### src/rtl/dnoc_pkg.sv
// Shared definitions for the NoC D-channel ingress demux: header layout, FSM encoding,
// latched DMA-write configuration record and a channel range helper.
package dnoc_pkg;

  localparam int KIND_B   = 12;
  localparam int RESP_B   = 13;
  localparam int SRC_LSB  = 14;
  localparam int BASE_LSB = 18;
  localparam int LEN_LSB  = 43;
  localparam int GAP_LSB  = 56;
  localparam int LOOP_LSB = 108;
  localparam int CH_LSB   = 160;

  typedef enum logic [1:0] {
    IDLE = 2'd0,
    DMA  = 2'd1,
    CORE = 2'd2,
    DROP = 2'd3
  } d_state_e;

  typedef struct packed {
    logic [12:0]       base_addr;
    logic [12:0]       total_len;
    logic [3:0]        source_id;
    logic              resp_sel;
    logic [3:0][12:0]  loop_len;
    logic [3:0][12:0]  loop_gap;
  } d_hdr_cfg_t;

  function automatic logic chan_ok(input logic [3:0] ch, input int num_ch);
    return int'(ch) < num_ch;
  endfunction

endpackage

### src/rtl/dnoc_itf_in_d_demux_if.sv
// NoC ejection flit stream: the router drives flit/last/valid, the demux answers ready.
interface dnoc_itf_in_d_demux_if #(
  parameter int FLIT_W = 256
) ();
  logic [FLIT_W-1:0] out_flit;
  logic              out_last;
  logic              out_valid;
  logic              out_ready;

  modport master (output out_flit, output out_last, output out_valid, input out_ready);
  modport slave  (input out_flit, input out_last, input out_valid, output out_ready);
endinterface

### src/rtl/dnoc_skid_buf.sv
// Two-entry valid/ready register slice carrying {last, data}; in_ready is registered
// and stays high while fewer than two entries are held, so a streaming sink sees full rate.
module dnoc_skid_buf #(
  parameter int DATA_W = 256
) (
  input  logic          clk,
  input  logic          rst,
  input  logic [DATA_W:0] in_data,
  input  logic          in_valid,
  output logic          in_ready,
  output logic [DATA_W:0] out_data,
  output logic          out_valid,
  input  logic          out_ready
);
  logic [1:0]      cnt_q, cnt_d;
  logic            in_ready_q, in_ready_d;
  logic [DATA_W:0] slot0_q, slot0_d;
  logic [DATA_W:0] slot1_q, slot1_d;
  logic            push, pop;

  always_comb begin
    push    = in_valid & in_ready_q;
    pop     = (cnt_q != 2'd0) & out_ready;
    cnt_d   = cnt_q;
    slot0_d = slot0_q;
    slot1_d = slot1_q;
    case ({push, pop})
      2'b10: begin
        if (cnt_q == 2'd0) slot0_d = in_data;
        else               slot1_d = in_data;
        cnt_d = cnt_q + 2'd1;
      end
      2'b01: begin
        slot0_d = slot1_q;
        cnt_d   = cnt_q - 2'd1;
      end
      2'b11: begin
        if (cnt_q == 2'd2) begin
          slot0_d = slot1_q;
          slot1_d = in_data;
        end else begin
          slot0_d = in_data;
        end
      end
      default: ;
    endcase
    in_ready_d = (cnt_d < 2'd2);
  end

  always_ff @(posedge clk) begin
    if (rst) begin
      cnt_q      <= 2'd0;
      in_ready_q <= 1'b1;
    end else begin
      cnt_q      <= cnt_d;
      in_ready_q <= in_ready_d;
    end
  end

  // payload registers carry no reset; occupancy alone qualifies them
  always_ff @(posedge clk) begin
    slot0_q <= slot0_d;
    slot1_q <= slot1_d;
  end

  assign in_ready  = in_ready_q;
  assign out_valid = (cnt_q != 2'd0);
  assign out_data  = slot0_q;
endmodule

### src/rtl/dnoc_itf_in_d_demux.sv
// D-channel ingress demux: decodes each packet header, steers data flits to the DMA write
// engine or a core return port through skid buffers, and drops packets for absent channels.
module dnoc_itf_in_d_demux
  import dnoc_pkg::*;
#(
  parameter int FLIT_W      = 256,
  parameter int NUM_CORE_CH = 2,
  parameter int CH_W        = (NUM_CORE_CH > 1) ? $clog2(NUM_CORE_CH) : 1
) (
  input  logic                               clk,
  input  logic                               rst,
  dnoc_itf_in_d_demux_if.slave               noc,
  output logic [NUM_CORE_CH-1:0][FLIT_W-1:0] noc_in_core_rd_data,
  output logic [NUM_CORE_CH-1:0]             noc_in_core_rd_valid,
  output logic [NUM_CORE_CH-1:0]             noc_in_core_rd_last,
  input  logic [NUM_CORE_CH-1:0]             noc_in_core_rd_ready,
  output logic                               noc_cmd_dma_wr_req,
  input  logic                               noc_cmd_dma_wr_gnt,
  output logic [FLIT_W-1:0]                  noc_in_dma_wr_data,
  output logic                               noc_in_dma_wr_valid,
  output logic                               noc_in_dma_wr_last,
  input  logic                               noc_in_dma_wr_ready,
  output logic [12:0]                        n_cfg_d_w_ram_base_addr,
  output logic [12:0]                        n_cfg_d_w_ram_total_lenth,
  output logic [3:0]                         n_cfg_d_w_source_id,
  output logic                               n_cfg_d_w_resp_sel,
  output logic [3:0][12:0]                   n_cfg_d_w_loop_lenth,
  output logic [3:0][12:0]                   n_cfg_d_w_loop_gap,
  output logic                               err_bad_chan,
  output logic [15:0]                        drop_cnt
);
  localparam logic [1:0] ST_IDLE = IDLE;
  localparam logic [1:0] ST_DMA  = DMA;
  localparam logic [1:0] ST_CORE = CORE;
  localparam logic [1:0] ST_DROP = DROP;

  d_hdr_cfg_t            hdr_cfg, cfg_q, cfg_d, cfg_out;
  logic                  hdr_kind;
  logic [3:0]            hdr_ch;
  logic [1:0]            state_q, state_d;
  logic [CH_W-1:0]       ch_q, ch_d;
  logic                  err_q, err_d;
  logic [15:0]           drop_q, drop_d;
  logic                  out_rdy, dma_req, cfg_live, dma_empty;
  logic                  dma_in_valid, dma_in_ready;
  logic [NUM_CORE_CH-1:0] core_in_valid, core_in_ready;

  always_comb begin
    hdr_kind          = noc.out_flit[KIND_B];
    hdr_ch            = noc.out_flit[CH_LSB +: 4];
    hdr_cfg.resp_sel  = noc.out_flit[RESP_B];
    hdr_cfg.source_id = noc.out_flit[SRC_LSB +: 4];
    hdr_cfg.base_addr = noc.out_flit[BASE_LSB +: 13];
    hdr_cfg.total_len = noc.out_flit[LEN_LSB +: 13];
    for (int i = 0; i < 4; i++) begin
      hdr_cfg.loop_gap[i] = noc.out_flit[GAP_LSB + 13*i +: 13];
      hdr_cfg.loop_len[i] = noc.out_flit[LOOP_LSB + 13*i +: 13];
    end
  end

  assign dma_empty = ~noc_in_dma_wr_valid;

  always_comb begin
    state_d       = state_q;
    ch_d          = ch_q;
    cfg_d         = cfg_q;
    err_d         = 1'b0;
    drop_d        = drop_q;
    out_rdy       = 1'b0;
    dma_req       = 1'b0;
    dma_in_valid  = 1'b0;
    core_in_valid = '0;
    case (state_q)
      ST_IDLE: begin
        if (noc.out_valid) begin
          if (!hdr_kind) begin
            dma_req = dma_empty;
            out_rdy = noc_cmd_dma_wr_gnt & dma_empty;
          end else begin
            out_rdy = 1'b1;
          end
          if (out_rdy) begin
            if (!hdr_kind || hdr_cfg.resp_sel) begin
              cfg_d = hdr_cfg;
              if (!noc.out_last) state_d = ST_DMA;
            end else begin
              ch_d = hdr_ch[CH_W-1:0];
              if (chan_ok(hdr_ch, NUM_CORE_CH)) begin
                if (!noc.out_last) state_d = ST_CORE;
              end else begin
                err_d = 1'b1;
                if (drop_q != 16'hFFFF) drop_d = drop_q + 16'd1;
                if (!noc.out_last) state_d = ST_DROP;
              end
            end
          end
        end
      end
      ST_DMA: begin
        out_rdy      = dma_in_ready;
        dma_in_valid = noc.out_valid;
        if (noc.out_valid && out_rdy && noc.out_last) state_d = ST_IDLE;
      end
      ST_CORE: begin
        out_rdy             = core_in_ready[ch_q];
        core_in_valid[ch_q] = noc.out_valid;
        if (noc.out_valid && out_rdy && noc.out_last) state_d = ST_IDLE;
      end
      default: begin
        out_rdy = 1'b1;
        if (noc.out_valid && noc.out_last) state_d = ST_IDLE;
      end
    endcase
    if (rst) begin
      out_rdy       = 1'b0;
      dma_req       = 1'b0;
      dma_in_valid  = 1'b0;
      core_in_valid = '0;
    end
  end

  always_ff @(posedge clk) begin
    if (rst) begin
      state_q <= ST_IDLE;
      ch_q    <= '0;
      cfg_q   <= '0;
      err_q   <= 1'b0;
      drop_q  <= 16'd0;
    end else begin
      state_q <= state_d;
      ch_q    <= ch_d;
      cfg_q   <= cfg_d;
      err_q   <= err_d;
      drop_q  <= drop_d;
    end
  end

  // A header can only be presented live while it could be granted; otherwise the
  // previous packet's configuration stays visible to the DMA engine.
  assign cfg_live = (state_q == ST_IDLE) & noc.out_valid & dma_empty;
  assign cfg_out  = cfg_live ? hdr_cfg : cfg_q;

  assign n_cfg_d_w_ram_base_addr   = cfg_out.base_addr;
  assign n_cfg_d_w_ram_total_lenth = cfg_out.total_len;
  assign n_cfg_d_w_source_id       = cfg_out.source_id;
  assign n_cfg_d_w_resp_sel        = cfg_out.resp_sel;
  assign n_cfg_d_w_loop_lenth      = cfg_out.loop_len;
  assign n_cfg_d_w_loop_gap        = cfg_out.loop_gap;

  assign noc.out_ready          = out_rdy;
  assign noc_cmd_dma_wr_req     = dma_req;
  assign err_bad_chan           = err_q;
  assign drop_cnt               = drop_q;

  dnoc_skid_buf #(.DATA_W(FLIT_W)) u_dma_skid (
    .clk       (clk),
    .rst       (rst),
    .in_data   ({noc.out_last, noc.out_flit}),
    .in_valid  (dma_in_valid),
    .in_ready  (dma_in_ready),
    .out_data  ({noc_in_dma_wr_last, noc_in_dma_wr_data}),
    .out_valid (noc_in_dma_wr_valid),
    .out_ready (noc_in_dma_wr_ready)
  );

  for (genvar g = 0; g < NUM_CORE_CH; g++) begin : g_core
    dnoc_skid_buf #(.DATA_W(FLIT_W)) u_core_skid (
      .clk       (clk),
      .rst       (rst),
      .in_data   ({noc.out_last, noc.out_flit}),
      .in_valid  (core_in_valid[g]),
      .in_ready  (core_in_ready[g]),
      .out_data  ({noc_in_core_rd_last[g], noc_in_core_rd_data[g]}),
      .out_valid (noc_in_core_rd_valid[g]),
      .out_ready (noc_in_core_rd_ready[g])
    );
  end
endmodule
### src/flat_wrapper.sv
// flat-port wrapper written by rule: the top's interface ports become plain ports
module dnoc_itf_in_d_demux_flat import dnoc_pkg::*;
#(
  parameter int FLIT_W      = 256,
  parameter int NUM_CORE_CH = 2,
  parameter int CH_W        = (NUM_CORE_CH > 1) ? $clog2(NUM_CORE_CH) : 1
)
  (clk, rst, noc_in_core_rd_data, noc_in_core_rd_valid, noc_in_core_rd_last, noc_in_core_rd_ready, noc_cmd_dma_wr_req, noc_cmd_dma_wr_gnt, noc_in_dma_wr_data, noc_in_dma_wr_valid, noc_in_dma_wr_last, noc_in_dma_wr_ready, n_cfg_d_w_ram_base_addr, n_cfg_d_w_ram_total_lenth, n_cfg_d_w_source_id, n_cfg_d_w_resp_sel, n_cfg_d_w_loop_lenth, n_cfg_d_w_loop_gap, err_bad_chan, drop_cnt, noc_out_flit, noc_out_last, noc_out_valid, noc_out_ready);
  dnoc_itf_in_d_demux_if #(.FLIT_W(FLIT_W)) noc_i ();
  input  logic clk;
  input  logic rst;
  output logic [NUM_CORE_CH-1:0][FLIT_W-1:0] noc_in_core_rd_data;
  output logic [NUM_CORE_CH-1:0] noc_in_core_rd_valid;
  output logic [NUM_CORE_CH-1:0] noc_in_core_rd_last;
  input  logic [NUM_CORE_CH-1:0] noc_in_core_rd_ready;
  output logic noc_cmd_dma_wr_req;
  input  logic noc_cmd_dma_wr_gnt;
  output logic [FLIT_W-1:0] noc_in_dma_wr_data;
  output logic noc_in_dma_wr_valid;
  output logic noc_in_dma_wr_last;
  input  logic noc_in_dma_wr_ready;
  output logic [12:0] n_cfg_d_w_ram_base_addr;
  output logic [12:0] n_cfg_d_w_ram_total_lenth;
  output logic [3:0] n_cfg_d_w_source_id;
  output logic n_cfg_d_w_resp_sel;
  output logic [3:0][12:0] n_cfg_d_w_loop_lenth;
  output logic [3:0][12:0] n_cfg_d_w_loop_gap;
  output logic err_bad_chan;
  output logic [15:0] drop_cnt;
  input wire logic [$bits(noc_i.out_flit)-1:0] noc_out_flit;
  input wire logic [$bits(noc_i.out_last)-1:0] noc_out_last;
  input wire logic [$bits(noc_i.out_valid)-1:0] noc_out_valid;
  output wire logic [$bits(noc_i.out_ready)-1:0] noc_out_ready;
  assign noc_i.out_flit = noc_out_flit;
  assign noc_i.out_last = noc_out_last;
  assign noc_i.out_valid = noc_out_valid;
  assign noc_out_ready = noc_i.out_ready;
  dnoc_itf_in_d_demux #(.FLIT_W(FLIT_W), .NUM_CORE_CH(NUM_CORE_CH), .CH_W(CH_W)) u_core (.clk(clk), .rst(rst), .noc(noc_i), .noc_in_core_rd_data(noc_in_core_rd_data), .noc_in_core_rd_valid(noc_in_core_rd_valid), .noc_in_core_rd_last(noc_in_core_rd_last), .noc_in_core_rd_ready(noc_in_core_rd_ready), .noc_cmd_dma_wr_req(noc_cmd_dma_wr_req), .noc_cmd_dma_wr_gnt(noc_cmd_dma_wr_gnt), .noc_in_dma_wr_data(noc_in_dma_wr_data), .noc_in_dma_wr_valid(noc_in_dma_wr_valid), .noc_in_dma_wr_last(noc_in_dma_wr_last), .noc_in_dma_wr_ready(noc_in_dma_wr_ready), .n_cfg_d_w_ram_base_addr(n_cfg_d_w_ram_base_addr), .n_cfg_d_w_ram_total_lenth(n_cfg_d_w_ram_total_lenth), .n_cfg_d_w_source_id(n_cfg_d_w_source_id), .n_cfg_d_w_resp_sel(n_cfg_d_w_resp_sel), .n_cfg_d_w_loop_lenth(n_cfg_d_w_loop_lenth), .n_cfg_d_w_loop_gap(n_cfg_d_w_loop_gap), .err_bad_chan(err_bad_chan), .drop_cnt(drop_cnt));
endmodule
### config.mk
export PLATFORM = sky130hd
export DESIGN_NAME = dnoc_itf_in_d_demux_flat
export DESIGN_NICKNAME = d
export VERILOG_FILES = /design/src/rtl/dnoc_pkg.sv /design/src/rtl/dnoc_itf_in_d_demux_if.sv /design/src/rtl/dnoc_skid_buf.sv /design/src/rtl/dnoc_itf_in_d_demux.sv /design/src/flat_wrapper.sv
export SDC_FILE = /design/constraint.sdc
export NUM_CORES = 2
export LEC_CHECK = 0
export BUFFER_PORTS_ARGS = -buffer_cell sky130_fd_sc_hd__buf_2
export CORE_AREA = 5 5 463 465
export DETAILED_ROUTE_END_ITERATION = 12
export DIE_AREA = 0 0 468 470
export GPL_TIMING_DRIVEN = 0
export SLEW_MARGIN = 20
export SYNTH_ARGS = -nofsm -noshare
export SYNTH_HDL_FRONTEND = slang
export SYNTH_HIERARCHICAL = 1
export SYNTH_SLANG_ARGS = --single-unit
### constraint.sdc
create_clock -name clk -period 30.2 [get_ports clk]
set_clock_uncertainty 0.1 [all_clocks]
set_input_delay 4.53 -clock clk [delete_from_list [all_inputs] [get_ports clk]]
set_output_delay 4.53 -clock clk [all_outputs]
set_load 0.02 [all_outputs]
==> results.md <==
* GRT overflow at 0
* Final period util at 37.6%
* CTS max path bufs at 3
* Mux share of post-synthesis cell area at 2.64%
* Root buffer cell: clkbuf_16
* Netlist cell types at 55
* # clock sinks at 1706
* Worst-Skew Late Latency at 0.80 ns
* Routed len/inst at 31.2 um
* Most common flop cell mapped by yosys: edfxtp_1
* Asr flop ratio synth at 0%
* CP max stage delay at 0.53 ns
* Vias per cell at 5.04
* Peak VDD IR at 0.0635 mV
* Bufs and invs on worst path at 5
* Largest net degree at the start of global routing at 45
* Clock transition at the registers of the reported paths at 0.06 ns
* Power Density at 74.7 mW/mm^2
* IO Count at 1192
* Final worst-path setup slack at 18.84 ns
* Largest area contributor in the netlist: edfxtp_1
* Count leader, synth: edfxtp_1
* First-pass GRT wire length at 326 mm
* Post_cts resized at 0
* Mapped Nets at 3720
* Syn Area/Cell at 18.0 sq um
* Drt total wl at 245 mm
* LEAKAGE at 28.8 nW
* Fin nets at 5161
* Share of the synthesized area in the top cell type at 74.6%
* Cts hold-fix bufs at 0
* Routed Antenna Nets at 0
* Adder-cell share of the synthesized area at 0.322%
* Crit path cell chain: buf_2, nand2_2, or2_1, buf_2, buf_6, buf_6, mux2_1, buf_2
* Die Wd at 468 um
* Xor/xnor share of the synthesized area at 0.0847%
* Initial DRC count at 3692
* Post-synthesis instance area at 0.0621 sq mm
* Via count at 39700
* Total GRT Usage at 21.3%
* Initial Util at 29.7%
* Core area at 0.209 sq mm
* Final setup TNS at 0 ns
* Layout cell share with drive strength beyond 1 at 36.4%
* DP Worst Slack at 18.72 ns
* Initial antenna violation count at 63
* Post-synthesis compound-gate area fraction at 12.6%
* Vias in the first global route at 38600
* Main combinational cell family by area after synthesis: compound AO/OA/AOI/OAI gates
* Maxcap violations at 0
* Fin. max-slew vios at 0
* Synth warn at 6
* Layout area overhead at 28.2%
* Setup violations, final at 0
* CTS tree: done
* Sequential area share after synthesis at 79.9%
* Slew HR at 27.2%
* Worst Path Required at 25.57 ns
* Slew @ Worst Pin at 1.09 ns
* Peak fanout along the critical path at 10
* RD Place Congestion at 0.920
* Top post-synthesis cells by area: edfxtp_1 (75%), a22o_1 (11%), dfxtp_1 (5.3%)
* Synth Register Bits at 1706
* Crit path launch type: input port
* IO Port Bufs at 1191
* Commonest cells post-synth: edfxtp_1 (1542), a22o_1 (771), nand2_1 (283)
* Achievable frequency at 88.0 MHz
* EDFF count, synth at 1542
* Worst Hold Class: reg2reg
* RSZ-0062 raised after global routing: no
* Die Area at 0.220 sq mm
* Status: complete, no violations
* Mapped Cells at 3440
* Crit end category: primary output
* H-tree levels at 4
* Post-Synth Simple-Gate Area at 2.50%
* Rows at 168
* Initial DRT Pass Iterations at 5
* # DRC at 0
* Die H at 470 um
* Final std cells w/o fill at 7864
* Num CTS Buffers at 177
* Kind of critical path: in2out
* Hold Fails Final Rpt at 0
* Critical path's most frequent cell: buf_2
* Post-CTS Setup Bufs at 0
* Critical-path top delay cell: buf_2
* CP arrival at 6.73 ns
* Placed instance count at 7507
* Top delay family on crit path: buffers and inverters
* Period minus WS final at 11.36 ns
* Half-perimeter wire length after placement at 185 mm
[layer usage]
metal	global-route usage (%)	part of all wire (%)	vias up	routed length (um)
met1	24.9	37	20100	90000
li1	-	-	16800	-
met5	0	0.058	-	143
met2	35.6	48	2302	118000
met3	6.60	9.7	436	23800
met4	9.96	5.4	20	13200
[area by class of cell]
| type | count | area (sq um) |
|---|---|---|
| Antenna cell | 28 | 70.1 |
| Buffer | 234 | 1200 |
| Clock buffer | 232 | 4780 |
| Clock inverter | 97 | 1260 |
| Fill cell | 19400 | 130000 |
| Inverter | 16 | 60.1 |
| Multi-Input combinational cell | 1484 | 11300 |
| Sequential cell | 1706 | 49600 |
| Tap cell | 2805 | 3510 |
| Timing Repair Buffer | 1262 | 7800 |
[final timing paths]
| kind | start | end | slack, ns | cells past startpoint |
|---|---|---|---|---|
| setup / recovery | noc_out_valid | n_cfg_d_w_loop_lenth[41] | 18.84 | 8 |
| hold / removal | u_core/cfg_q[120] | u_core/cfg_q[120] | 0.35 | 2 |
| setup reg to reg | u_core/state_q[0] | u_core/g_core[1].u_core_skid/slot1_q[124] | 26.34 | 12 |
| hold reg to reg | u_core/cfg_q[120] | u_core/cfg_q[120] | 0.35 | 2 |
[through the flow]
step / hold WS, ns / util [%] / power (mW) / instance area (sq um)
finish: 0.354 / 38.0 / 5.95 / 79600
global route: 0.367 / 38.0 / 6.14 / 79500
CTS: 0.354 / 38.0 / 6.01 / 79500
detailed placement: 0.345 / 35.1 / 3.75 / 73500
global placement: 0.338 / 34.2 / 3.86 / 71500
floorplan: 0.333 / - / 3.36 / 62100
[placed cells by master (no fill, tap or decap), types with 7 or more instances in the layout]
cell,synthesis,final
a21oi_1,150,150
a22o_1,771,771
buf_12,0,7
buf_16,0,59
buf_2,172,1364
buf_4,13,13
bufinv_16,0,21
clkbuf_1,37,75
clkbuf_16,0,180
clkbuf_8,0,8
clkinv_1,0,31
clkinv_2,0,18
dfxtp_1,164,164
diode_2,0,28
edfxtp_1,1542,1542
ha_1,16,16
inv_1,16,16
mux2_1,44,44
mux2_2,96,96
nand2_1,283,283
nor2_1,17,17
o31ai_1,10,10
or4_1,10,10
[logic make-up (layout without fill, tap and decap cells)]
group | after synthesis | in the layout
flops | 1706 | 1706
mux | 146 | 146
other cells | 0 | 28
xor+xnor | 6 | 6
buf+inv | 250 | 1841
compound gates | 959 | 959
simple gates | 357 | 357
fa+ha+maj | 16 | 16
[worst register-to-register path, delay by kind of cell (launching register included)]
kind            cells  cell delay, ns
compound gates      1            0.51
fa+ha+maj           2            0.47
buf+inv             6            1.46
flops               1            0.41
simple gates        3            0.48
[where the power goes]
group          switching, mW  internal [mW]
logic                  0.628          0.309
registers             0.0404           2.71
clock network          0.947           1.31
[sequential cells by signal (all words and copies together), names as in the netlist, named ones only]
register                            cells
u_core/cfg_q                          135
u_core/ch_q                             1
u_core/drop_cnt                        16
u_core/err_bad_chan                     1
u_core/g_core.u_core_skid/cnt_q         2
u_core/g_core.u_core_skid/in_ready      2
u_core/g_core.u_core_skid/out_data    514
u_core/g_core.u_core_skid/slot1_q     514
u_core/state_q                          2
u_core/u_dma_skid/cnt_q                 1
u_core/u_dma_skid/in_ready              1
u_core/u_dma_skid/out_data            257
u_core/u_dma_skid/slot1_q             257
Note: power is estimated with default switching activity, not from simulation.
